===== config.mk =====
export PLATFORM = sky130hd
export DESIGN_NAME = dpi_frame_capture
export DESIGN_NICKNAME = d
export VERILOG_FILES = /design/src/rtl/dpi_frame_capture.sv
export SDC_FILE = /design/constraint.sdc
export NUM_CORES = 1
export LEC_CHECK = 0
export ABC_AREA = 1
export CAP_MARGIN = 0
export CORE_MARGIN = 4
export CORE_UTILIZATION = 45
export DETAILED_ROUTE_END_ITERATION = 6
export PLACE_DENSITY = 0.67
export SETUP_SLACK_MARGIN = 0.1
export SLEW_MARGIN = 20
export SYNTH_ARGS = -nofsm -noshare
export SYNTH_HDL_FRONTEND = slang
export SYNTH_SLANG_ARGS = --single-unit

===== constraint.sdc =====
create_clock -name clk_in -period 2.14 [get_ports clk_in]
set_input_delay 0.214 -clock clk_in [delete_from_list [all_inputs] [get_ports clk_in]]
set_output_delay 0.214 -clock clk_in [all_outputs]
set_load 0.03 [all_outputs]

===== src/rtl/dpi_frame_capture.sv =====
// dpi_frame_capture
//   Captures one frame of Raspberry Pi DPI video into an external byte-wide
//   SRAM pair. Each active pixel is reduced to 6 bits and written with a
//   two-cycle cycle (setup, then we_n strobe). Two SRAM chips are used as
//   ping-pong banks: every completed frame flips the bank.
//
// Ports
//   clk_in                     single clock, rising edge
//   reset                      asynchronous, active-low
//   pix_valid                  one-cycle pixel strobe
//   h_sync_in, v_sync_in       DPI syncs (polarity set by SYNC_LOW)
//   r_in, g_in, b_in [3:0]     pixel colour
//   arm                        one-cycle request to capture the next frame
//   abort                      cancel capture
//   addr [20:0], data_out [7:0], data_oe, we_n, cs_0, cs_1   SRAM side
//   busy                       waiting for vsync or capturing
//   done                       one-cycle frame-complete pulse
//   frame_err, overrun         sticky error flags, cleared by arm
module dpi_frame_capture #(
  parameter int H_START  = 0,
  parameter int H_ACTIVE = 640,
  parameter int V_START  = 0,
  parameter int V_ACTIVE = 480,
  parameter int SYNC_LOW = 1
) (
  input  logic        clk_in,
  input  logic        reset,
  input  logic        pix_valid,
  input  logic        h_sync_in,
  input  logic        v_sync_in,
  input  logic [3:0]  r_in,
  input  logic [3:0]  g_in,
  input  logic [3:0]  b_in,
  input  logic        arm,
  input  logic        abort,
  output logic [20:0] addr,
  output logic [7:0]  data_out,
  output logic        data_oe,
  output logic        we_n,
  output logic        cs_0,
  output logic        cs_1,
  output logic        busy,
  output logic        done,
  output logic        frame_err,
  output logic        overrun
);

  localparam int   H_END    = H_START + H_ACTIVE;
  localparam int   V_END    = V_START + V_ACTIVE;
  // One spare bit so the saturated all-ones value is always outside the window.
  localparam int   HW       = $clog2(H_END + 1) + 1;
  localparam int   VW       = $clog2(V_END + 1) + 1;
  localparam logic SYNC_INV = (SYNC_LOW != 0);

  typedef enum logic [1:0] {IDLE, WAIT_VS, CAPTURE, DONE} state_e;
  typedef enum logic [1:0] {PH_IDLE, PH_SETUP, PH_STROBE} phase_e;

  state_e state_q, state_d;
  phase_e phase_q, phase_d;

  // Registered inputs; syncs are stored already converted to "active" level.
  logic       pv_q;
  logic       hs_act_q, hs_prev_q;
  logic       vs_act_q, vs_prev_q;
  logic [7:0] pix_q;

  logic [HW-1:0] h_cnt_q;
  logic [VW-1:0] v_cnt_q;

  logic [20:0] ptr_q, ptr_d;
  logic [20:0] addr_q, addr_d;
  logic [7:0]  data_q, data_d;
  logic        oe_q, oe_d;
  logic        we_n_q, we_n_d;
  logic        bank_q, bank_d;
  logic        ferr_q, ferr_d;
  logic        ovr_q, ovr_d;

  logic hs_lead, vs_lead;
  logic pix_active, act_pix, frame_end;
  logic arm_take, start_wr;

  // ---------------------------------------------------------------- inputs
  always_ff @(posedge clk_in or negedge reset) begin
    if (!reset) begin
      pv_q      <= 1'b0;
      hs_act_q  <= 1'b0;
      hs_prev_q <= 1'b0;
      vs_act_q  <= 1'b0;
      vs_prev_q <= 1'b0;
      pix_q     <= 8'h00;
    end else begin
      pv_q      <= pix_valid;
      hs_act_q  <= h_sync_in ^ SYNC_INV;
      hs_prev_q <= hs_act_q;
      vs_act_q  <= v_sync_in ^ SYNC_INV;
      vs_prev_q <= vs_act_q;
      pix_q     <= {2'b00, g_in[3:2], b_in[3:2], r_in[3:2]};
    end
  end

  assign hs_lead = hs_act_q & ~hs_prev_q;
  assign vs_lead = vs_act_q & ~vs_prev_q;

  // -------------------------------------------------------- raster counters
  always_ff @(posedge clk_in or negedge reset) begin
    if (!reset) begin
      h_cnt_q <= '0;
      v_cnt_q <= '0;
    end else begin
      if (hs_lead) begin
        h_cnt_q <= '0;
      end else if (pv_q && (h_cnt_q != {HW{1'b1}})) begin
        h_cnt_q <= h_cnt_q + HW'(1);
      end
      // vsync wins when both edges coincide so the first line is line 0.
      if (vs_lead) begin
        v_cnt_q <= '0;
      end else if (hs_lead && (v_cnt_q != {VW{1'b1}})) begin
        v_cnt_q <= v_cnt_q + VW'(1);
      end
    end
  end

  assign pix_active = (int'(h_cnt_q) >= H_START) && (int'(h_cnt_q) < H_END) &&
                      (int'(v_cnt_q) >= V_START) && (int'(v_cnt_q) < V_END);
  assign act_pix    = pv_q && pix_active;
  assign frame_end  = (int'(v_cnt_q) >= V_END);
  assign arm_take   = arm && (state_q == IDLE);

  // A new write may start while idle or in the strobe cycle of the previous
  // one; a pixel arriving during setup is the only case that is dropped.
  assign start_wr   = (state_q == CAPTURE) && !abort && act_pix && (phase_q != PH_SETUP);

  // -------------------------------------------------------------- FSM state
  always_ff @(posedge clk_in or negedge reset) begin
    if (!reset) begin
      state_q <= IDLE;
    end else begin
      state_q <= state_d;
    end
  end

  always_comb begin
    state_d = state_q;
    case (state_q)
      IDLE: begin
        if (arm) state_d = WAIT_VS;
      end
      WAIT_VS: begin
        if (abort)        state_d = IDLE;
        else if (vs_lead) state_d = CAPTURE;
      end
      CAPTURE: begin
        // A fresh vsync restarts the frame rather than ending it.
        if (abort)                                              state_d = IDLE;
        else if (frame_end && (phase_q == PH_IDLE) && !vs_lead) state_d = DONE;
      end
      DONE: state_d = IDLE;
      default: state_d = IDLE;
    endcase
  end

  always_comb begin
    busy = (state_q == WAIT_VS) || (state_q == CAPTURE);
    done = (state_q == DONE);
  end

  // ---------------------------------------------------------- write engine
  always_comb begin
    phase_d = phase_q;
    case (phase_q)
      PH_IDLE:   phase_d = start_wr ? PH_SETUP : PH_IDLE;
      // Abort before the strobe cancels the write cleanly; a strobe already
      // on the bus always runs its full cycle.
      PH_SETUP:  phase_d = (abort || (state_q != CAPTURE)) ? PH_IDLE : PH_STROBE;
      PH_STROBE: phase_d = start_wr ? PH_SETUP : PH_IDLE;
      default:   phase_d = PH_IDLE;
    endcase

    oe_d   = (phase_d != PH_IDLE);
    we_n_d = (phase_d != PH_STROBE);
    addr_d = start_wr ? ptr_q : addr_q;
    data_d = start_wr ? pix_q : data_q;

    // The pointer always names the next free location, so a vsync reload
    // takes effect on the next write even with one still in flight.
    ptr_d = ptr_q;
    if (((state_q == WAIT_VS) || (state_q == CAPTURE)) && vs_lead) begin
      ptr_d = '0;
    end else if (start_wr) begin
      ptr_d = ptr_q + 21'd1;
    end

    ferr_d = ferr_q;
    if (arm_take)                                ferr_d = 1'b0;
    else if ((state_q == CAPTURE) && vs_lead)    ferr_d = 1'b1;

    ovr_d = ovr_q;
    if (arm_take)                                                    ovr_d = 1'b0;
    else if ((state_q == CAPTURE) && act_pix && (phase_q == PH_SETUP)) ovr_d = 1'b1;

    bank_d = (state_q == DONE) ? ~bank_q : bank_q;
  end

  always_ff @(posedge clk_in or negedge reset) begin
    if (!reset) begin
      phase_q <= PH_IDLE;
      ptr_q   <= '0;
      addr_q  <= '0;
      data_q  <= 8'h00;
      oe_q    <= 1'b0;
      we_n_q  <= 1'b1;
      bank_q  <= 1'b0;
      ferr_q  <= 1'b0;
      ovr_q   <= 1'b0;
    end else begin
      phase_q <= phase_d;
      ptr_q   <= ptr_d;
      addr_q  <= addr_d;
      data_q  <= data_d;
      oe_q    <= oe_d;
      we_n_q  <= we_n_d;
      bank_q  <= bank_d;
      ferr_q  <= ferr_d;
      ovr_q   <= ovr_d;
    end
  end

  assign addr      = addr_q;
  assign data_out  = data_q;
  assign data_oe   = oe_q;
  assign we_n      = we_n_q;
  assign cs_0      = bank_q;
  assign cs_1      = ~bank_q;
  assign frame_err = ferr_q;
  assign overrun   = ovr_q;

endmodule


==> results of run 1 <==
==> flip-flops by register name (all words and copies together), names as in the netlist <==
register,flops
addr,21
cs_0,1
data_oe,1
data_out,6
frame_err,1
h_cnt_q,11
hs_act_q,1
hs_prev_q,1
overrun,1
phase_q,2
pix_q,6
ptr_q,21
pv_q,1
state_q,2
v_cnt_q,10
vs_act_q,1
vs_prev_q,1
we_n,1
==> cell families after synthesis <==
logic type                 Yosys count  synth area share, %
and+or+nand+nor                    326                32.86
DFF                                 89                49.17
buffers and inverters               64                6.598
AOI/OAI and AO/OA                   45                6.102
xor gates and xnor gates            14                2.706
adders and majority gates            9                2.485
other                                1              0.08275
==> power groups by stage <==
stage	clock network [mW]	registers, mW	logic (mW)
5_1_grt	1.29	2.01	1.14
2_1_floorplan	0	2.14	0.517
3_3_place_gp	0	2.00	1.02
6_report	1.18	1.97	1.03
3_5_place_dp	0	2.00	1.04
4_1_cts	1.22	1.97	1.04
==> Yosys cell counts (all sizes together) <==
library cell	number
o21bai	1
a21oi	8
o21ai	32
o21a	3
inv	49
nand2	194
conb	1
nand3	50
a211o	1
dfstp	1
and2	2
xor2	14
or2	1
clkbuf	1
nand4	16
nor2	56
buf	14
nor3b	1
ha	9
nor3	6
dfrtp	88
==> repair_timing <==
| item | in CTS | in global routing |
|---|---|---|
| hold buffers | 1 | 0 |
| gates cloned | 0 | 1 |
| resized for setup | 1 | 1 |
| hold endpoints to repair | 16 | 0 |
| endpoints found under the setup margin | 1 | 29 |
| pin swaps | 0 | 1 |
==> routing by layer <==
layer  track usage (%)  vias up  wire length, um
met5                 0        -                0
met4             5.681        0              163
met3             2.328       15              495
met2             26.95       90             4193
met1             26.12     1699             4668
li1                  -     1847                -
==> cell type report <==
class                           count  area share [%]
Clock buffer                       10           2.572
Clock inverter                      6           1.263
Inverter                           49           3.438
Multi-Input combinational cell    397           37.84
Sequential cell                    89           41.65
Tap cell                          133           3.110
Timing Repair Buffer               55           10.13
==> worst max-delay path: cells and delay by family, from the launching register on <==
| kind | cells | cell delay, ns |
|---|---|---|
| simple gates | 5 | 0.78 |
| buf+inv | 3 | 0.42 |
| fa+ha+maj | 1 | 0.16 |
| flops | 1 | 0.42 |
==> worst paths after layout <==
path	from	to
setup / recovery	state_q[0]	data_out[5]
hold / removal	reset	hs_act_q
setup reg to reg	state_q[0]	data_out[5]
hold reg to reg	hs_act_q	hs_prev_q
max in group asynchronous	reset	we_n
min in group clk_in	g_in[3]	pix_q[5]
==> results.txt, run 1 <==
- The run finished with clean final reports.
- Clock tree skew after final layout: between 0.009 and 0.01 ns
- Crit end category: flop
* DIE WIDTH: 108.4 um
* # setup viols final: 0
* Hold/Removal Path Class: primary input to async pin
- After synthesis, the netlist uses 38 different library cells.
- Ratio of cells with drive above 1 in the final layout: 9.406%
* Unrepaired setup endpoints after global routing: no
- Critical setup path kind: flop to flop
* Final Hold Violating Endpoints: 0
* Number of register bits inferred by synthesis: 89
- The signal on the critical path passes through inv_1 > ha_1 > inv_1 > nor2_4 > nand3_4 > nor2_8 > buf_4 > nand2_1 > nand2_1.
- Internal power contribution: 2.790 mW
* Total iterations of the first detailed-routing run: 4
* HPWL Detailed: 6617 um
- Clock tree synthesis found a total of slightly below 90 sinks.
* Leading area contributor after synthesis: dfrtp_1
- At the placement stage, the worst setup path has a slack of 0.1420 ns.
- STA puts the critical path data required time at between 2 and 2.5 ns.
- In the synthesized netlist, the number of instances is around 550.
- Dividing total power by cell area gives a power density of roughly 780 nW/um2.
- The number of cells on the worst reg-to-reg path is 9.
- The setup check on the worst reg-to-reg path leaves a slack of 0.30 ns.
- Via-to-Cell Ratio: 4.940
- Clock root buffer: clkbuf_8
- Clock power frac: 28.3%
- Derived from the worst setup path, the maximum achievable clock frequency is approximately 0.54 GHz.
- The first global-routing pass estimated 16750 um of wire.
* Share of the synthesized area in the top cell type: 48.59%
- Overall global routing resource usage: 17.64%
* Relative area change from synthesis to final layout: 18.06%
- On the worst path, the slowest cell contributes a delay of 0.42 ns.
* Number of violations reported at the end of detailed-routing iteration 0: around 240
* Die height: 108.4 um
* Cell Area, Placed: 5120 um2
* Insertion delay to the later sink of the worst-skew pair: 0.35 ns
- The number of global-route vias before repair is around 3600.
- Detailed-route via count: 3651
- Clock tree from TritonCTS: done
- Max-cap violations in this run came to 0.
- Leakage power of the design: about 2.6 nW
- Placeable core region: 9774 um2
* Global-route congestion overflow total: 0
* Combined area of the multi-input logic cells: 2024 um2
* Sequential power share: 47.1%
- Largest buffer count on any clock path: 2
* Hold Slack: 0.2585 ns
* Synthesized area per cell: 8.270 um2
- Standard-cell row count: 36
* Worst ir drop on vdd: 575.0 uV
- Most used cells in the layout excluding fill and tap cells: 187 x nand2_1, 88 x dfrtp_1, 48 x inv_1, 48 x nand3_1, 46 x nor2_1
- Net switching is 33.38% of the power.
- Dividing the final minimum period by the clock period gives 85.93%.
- The number of setup buffers added after CTS is 0.
* Register area: approximately 2200 um2
- Net Sw Power: 1.398 mW
- Entering global routing, the biggest net connects 74 pins.
- # H-tree levels: 3
- After detailed routing, the average wire length per cell comes to 12.88 um.
* Initial antenna violation count: 0
* Yosys synthesis warning count: 0
- CP Data Arrival Time: 2.14 ns
- Buffers inserted during clock tree synthesis total 9.
- Quantity of I/O buffers inserted on ports: 47
* Setup TNS after final layout: 0 ns
- After clock tree synthesis, the clock-pin slew on the worst setup and hold paths is 0.09 ns.
* Final slew viol count: 0
- Ant diodes: 0
* Final critical-path required period: about 1.8 ns
- Dominant cells by area after synthesis: dfrtp_1 49%, nand2_1 15%, nand3_1 5.3%, inv_1 4.0%, nor2_1 3.8%
- Layout Cells excl Fill: 739
- Design Area, Final: about 5400 um2
* Final Worst Setup Slack: approximately 0.30 ns
* Part of the total power dissipated in combinational logic: 24.6%
- Counting tap cells, the placed design contains a total of approximately 700 instances.
* Post-route total power: 4.187 mW
- For this run, the post-layout net count is 629.
- Starting utilization of the core area: a little under half
* DR DRC count: 0
- Fraction of the yosys area taken by sequential cells: 49.17%
- Worst-path fanout max: 15
- Kind of start point of the critical path: flop
- The library cell used most frequently in the layout, excluding fill and tap cells, is nand2_1.
- Die outline area: 11740 um2
- The slowest stage of the critical path belongs to the cell dfrtp_1.
- Once detail routing completed, the nets flagged for antenna violations numbered 0.
- The synthesized netlist occupies a cell area of approximately 4500 um2.
* I/O pin cnt: 56
- Detailed-route wire length: around 9500 um
* Final Util: a little over half
- Routability-driven placement finished with a final weighted congestion of 0.8811.
* Layout fillers: 921
No activity file was read; power rests on OpenSTA's default activity.
==> run 2: changes to the inputs <==
GPL_ROUTABILITY_DRIVEN = 0   (was unset)
==> results of run 2 <==
Same layout as run 1: the final DEF is identical, and so are final timing and power.
==> run 3: changes to the inputs <==
CAP_MARGIN = unset   (was 0)
==> results of run 3 <==
Same layout as run 1: the final DEF is identical, and so are final timing and power.
